**src/rtl/nbit_scoreboard_register_file.sv**
```systemverilog
// rtl/nbit_scoreboard_register_file.sv - register file with per-register pending (scoreboard) bits
// Define REGFILE_BYPASS_EN to forward same-cycle writeback data and a cleared hazard to the read ports.
module nbit_scoreboard_register_file #(
  parameter int REG_SELECT_WIDTH = 5,
  parameter int DATA_WIDTH       = 32
) (
  input  logic                        Clk,
  input  logic                        Reset,
  input  logic [REG_SELECT_WIDTH-1:0] ReadSelect1,
  input  logic [REG_SELECT_WIDTH-1:0] ReadSelect2,
  output logic [DATA_WIDTH-1:0]       ReadData1,
  output logic [DATA_WIDTH-1:0]       ReadData2,
  output logic                        Hazard1,
  output logic                        Hazard2,
  input  logic                        IssueEnable,
  input  logic [REG_SELECT_WIDTH-1:0] IssueSelect,
  input  logic                        WriteEnable,
  input  logic [REG_SELECT_WIDTH-1:0] WriteSelect,
  input  logic [DATA_WIDTH-1:0]       WriteData,
  output logic [REG_SELECT_WIDTH:0]   PendingCount
);

  localparam int NREGS = 2 ** REG_SELECT_WIDTH;
  localparam int CW    = REG_SELECT_WIDTH + 1;

  logic [DATA_WIDTH-1:0] regs_q [NREGS];
  logic [NREGS-1:0]      pending_q, pending_d;
  logic [CW-1:0]         count_q, count_d;
  logic                  wr_ok, iss_ok, cnt_inc, cnt_dec;

  assign wr_ok  = WriteEnable && (WriteSelect != '0);
  assign iss_ok = IssueEnable && (IssueSelect != '0);

  // Issue is applied after write so a same-register issue leaves the bit set.
  always_comb begin
    pending_d = pending_q;
    if (wr_ok)  pending_d[WriteSelect] = 1'b0;
    if (iss_ok) pending_d[IssueSelect] = 1'b1;
  end

  assign cnt_inc = iss_ok && !pending_q[IssueSelect];
  assign cnt_dec = wr_ok && pending_q[WriteSelect] && !(iss_ok && (IssueSelect == WriteSelect));

  always_comb begin
    count_d = count_q;
    if (cnt_inc && !cnt_dec)      count_d = count_q + CW'(1);
    else if (cnt_dec && !cnt_inc) count_d = count_q - CW'(1);
  end

  always_ff @(posedge Clk or posedge Reset) begin
    if (Reset) begin
      for (int i = 0; i < NREGS; i++) regs_q[i] <= '0;
      pending_q <= '0;
      count_q   <= '0;
    end else begin
      if (wr_ok) regs_q[WriteSelect] <= WriteData;
      pending_q <= pending_d;
      count_q   <= count_d;
    end
  end

  assign PendingCount = count_q;

  // pending_q[0] can never be set, so the hazard needs no register-zero guard.
  always_comb begin
    ReadData1 = (ReadSelect1 == '0) ? '0 : regs_q[ReadSelect1];
    ReadData2 = (ReadSelect2 == '0) ? '0 : regs_q[ReadSelect2];
    Hazard1   = pending_q[ReadSelect1];
    Hazard2   = pending_q[ReadSelect2];
`ifdef REGFILE_BYPASS_EN
    if (wr_ok && (WriteSelect == ReadSelect1)) begin
      ReadData1 = WriteData;
      Hazard1   = 1'b0;
    end
    if (wr_ok && (WriteSelect == ReadSelect2)) begin
      ReadData2 = WriteData;
      Hazard2   = 1'b0;
    end
`else
`endif
  end

endmodule

```
**config.mk**
```make
export PLATFORM = sky130hd
export DESIGN_NAME = nbit_scoreboard_register_file
export DESIGN_NICKNAME = d
export VERILOG_FILES = /design/src/rtl/nbit_scoreboard_register_file.sv
export SDC_FILE = /design/constraint.sdc
export NUM_CORES = 2
export LEC_CHECK = 0
export CAP_MARGIN = 40
export CELL_PAD_IN_SITES_DETAIL_PLACEMENT = 2
export CELL_PAD_IN_SITES_GLOBAL_PLACEMENT = 2
export CORE_AREA = 2 2 407 409
export DETAILED_ROUTE_END_ITERATION = 8
export DIE_AREA = 0 0 409 411
export PLACE_DENSITY = 0.72
export SLEW_MARGIN = 10
export SYNTH_ARGS = -nofsm -noshare
export SYNTH_HDL_FRONTEND = slang
export SYNTH_SLANG_ARGS = --single-unit
```
**constraint.sdc**
```tcl
create_clock -name Clk -period 71.8 [get_ports Clk]
set_input_delay 10.77 -clock Clk [delete_from_list [all_inputs] [get_ports Clk]]
set_output_delay 10.77 -clock Clk [all_outputs]
set_load 0.05 [all_outputs]
```
==> summary.txt <==
Run status
  • Outcome: finished, final reports clean

Routing
  • 1st-iter DRT viols: 3452
  • Post-DRT Antenna Nets: 0
  • Via density: 6.22
  • Drt drc: 0
  • DR pass1 iterations: 7
  • Routed wire length: 208000 um
  • Routed length per instance: 35.6 um
  • Vias: 36327

Floorplanning
  • Initial Util: 34.7%
  • Core footprint: 164000 um^2
  • Die Y: 411 um
  • Cell row count: 149
  • Die area: 168000 um^2
  • I/O pin count: 128
  • Die X: 409 um

Timing
  • Max Fclk: 38.4 MHz
  • Post-Route Setup TNS: 0 ns
  • Final min period: 26.03 ns
  • Clock skew: 0.0114 ns
  • Relative slew slack: 24.3%
  • RSZ-0062 raised after global routing: false
  • Slew Limit Fails: 0
  • Final setup vio count: 0
  • Fin crit share: 36.3%
  • Slew @ Worst Pin: 1.14 ns
  • Final Hold Viols: 0

Placed design
  • Port Buffers: 127
  • Detailed Place HPWL: 126000 um
  • Placed cells: 5606
  • RePlAce Congestion: 0.771

Logic synthesis
  • Cell taking the most area after synthesis: dfrtp_1
  • Synthesized flop and latch total: 1062
  • Mapped Nets: 3622
  • Async S/R FF share, synth: 100%
  • Mapped Avg Cell Area: 16.0 um^2
  • Ranking of synthesized cells by area: dfrtp_1 (47%), mux4_2 (24%), mux2_2 (19%), mux2i_1 (1.4%), clkbuf_1 (1.3%)
  • Mapped Area: 56900 um^2
  • Warnings from Yosys: 0
  • Area share of the largest cell type after synthesis: 46.7%
  • Syn Inst Count: 3560
  • Seq/Total Area, Yosys: 46.7%
  • Synth Flop Type: dfrtp_1
  • Post-synth cell types: 54
  • EDFF count, synth: 0

Global route
  • Grt ovf: 0
  • GR Util All Layers: 24.8%
  • First-pass GRT wire length: 304000 um
  • Initial antenna violation count: 22
  • Vias in the first global route: 40175
  • Pin count of the biggest net entering global routing: 176

Clock tree
  • Clk_lat worst skew: 0.76 ns
  • Post-cts sizing count: 0
  • Post CTS Setup Buffer Count: 0
  • Clk buf depth: 3
  • TritonCTS clock tree: yes
  • Worst-path clk slew: 0.06 ns
  • Num CTS Buffers: 120
  • H-tree depth: 3
  • Clock sink count: 1062
  • Clk root buf: clkbuf_16
  • Cts hold-fix bufs: 0

Layout
  • Layout Nets: 3604
  • Final Non-Filler Cells: 5841
  • Commonest non-fill, non-tap cell in the layout: dfrtp_1
  • Layout cells sized above 1: 55.1%
  • Commonest non-fill, non-tap cells in the layout: dfrtp_1 (1062), mux2_2 (966), mux4_2 (602)
  • Layout area overhead: 15.4%
  • Fin util: 40.1%

Power
  • Pleak: 27.8 nW
  • Power per cell area: 29.5 nW/um^2
  • VDD IR max: 0.0000210 V
  • Total power: 1.94 mW

Worst setup path
  • WP data arrival: 15.26 ns
  • WP data required: 61.03 ns
  • Critical path type: input port to primary output
  • Crit start category: input port
  • CP Capture Type: primary output
  • Crit-path max FO: 63

Worst hold path
  • Hold WC Path Type: flop to flop

Job
  • Max Cap Viol: 0
[final timing paths]
| check | start | endpoint | slack [ns] | cells past startpoint |
|---|---|---|---|---|
| setup reg to reg | pending_q[1] | PendingCount[5] | 67.74 | 13 |
| hold / removal | regs_q[1011] | regs_q[1011] | 0.40 | 0 |
| setup / recovery | ReadSelect1[1] | ReadData1[1] | 45.77 | 9 |
| min in group asynchronous | Reset | PendingCount[0] | 10.50 | 2 |
| max in group asynchronous | Reset | regs_q[877] | 58.77 | 7 |
| hold reg to reg | regs_q[1011] | regs_q[1011] | 0.40 | 0 |
[final cells by class]
type                       count  area (um^2)
inverter                      72          278
fill                       15471        98200
timing repair buffer         280         3440
clock buffer                 173         3550
clock inverter                49          807
antenna                       10         25.0
tap                         2189         2740
sequential                  1062        26600
multi-input combinational   2006        28300
[synth_stat cells (all sizes together) (3+ instances only)]
master,count
mux4,604
o21ai,27
nor3b,5
nand2b,6
nor2,21
a221oi,66
nor3,7
nor2b,10
nand4,4
clkbuf,197
nand3b,5
a32o,3
nand2,36
a22o,11
a211oi,4
ha,5
mux2i,81
a21oi,4
and3,4
dfrtp,1062
buf,223
nand3,6
xnor2,3
o22ai,6
nand4b,4
xor2,5
inv,72
mux2,995
o221ai,64
[metal layers]
layer / vias to the layer above / GRT usage, % / share of wire [%]
met5: - / 0 / 0.054
met3: 431 / 4.07 / 6.1
li1: 13930 / - / -
met4: 20 / 10.9 / 4.0
met1: 20530 / 34.0 / 42
met2: 1416 / 39.0 / 48
[flip-flops by register name, summed over array words and instances (netlist names)]
register and count:
regs_q 1024, pending_q 32, PendingCount 6
[worst max-delay path, stage by stage]
cell and delay (ns):
buf_8 0.51, buf_4 0.82, buf_4 0.39, buf_16 0.32, mux4_2 0.27, mux4_2 0.23, inv_1 0.06, a221oi_1 0.79
clkdlybuf4s50_1 0.96
[report_power, final]
| group | switching (mW) | total [mW] | leakage, nW | internal, mW |
|---|---|---|---|---|
| Combinational | 0.197 | 0.442 | 12.1 | 0.244 |
| Sequential | 0.0981 | 0.812 | 13.6 | 0.714 |
| Clock | 0.268 | 0.685 | 2.15 | 0.417 |
| Total | 0.564 | 1.94 | 27.8 | 1.38 |
[kinds of logic (layout without fill, tap and decap cells)]
group	Yosys count	count (layout)	synth area share, %
muxes	1680	1680	45.2
buffers and inverters	492	574	4.00
xor gates and xnor gates	8	8	0.123
and+or+nand+nor	118	118	1.10
other	0	10	0
AOI/OAI and AO/OA	194	194	2.74
DFF	1062	1062	46.7
adders and majority gates	6	6	0.145
[per-stage QoR]
stage          hold WS (ns)  cell area, um^2  setup slack [ns]
2_1_floorplan         0.441            56900             31.14
3_3_place_gp          0.376            59800             45.27
3_5_place_dp          0.384            61300             45.63
4_1_cts               0.397            65600             45.60
5_1_grt               0.407            65700             45.49
6_report              0.402            65700             45.77
Power figures use the tool's default switching activity.
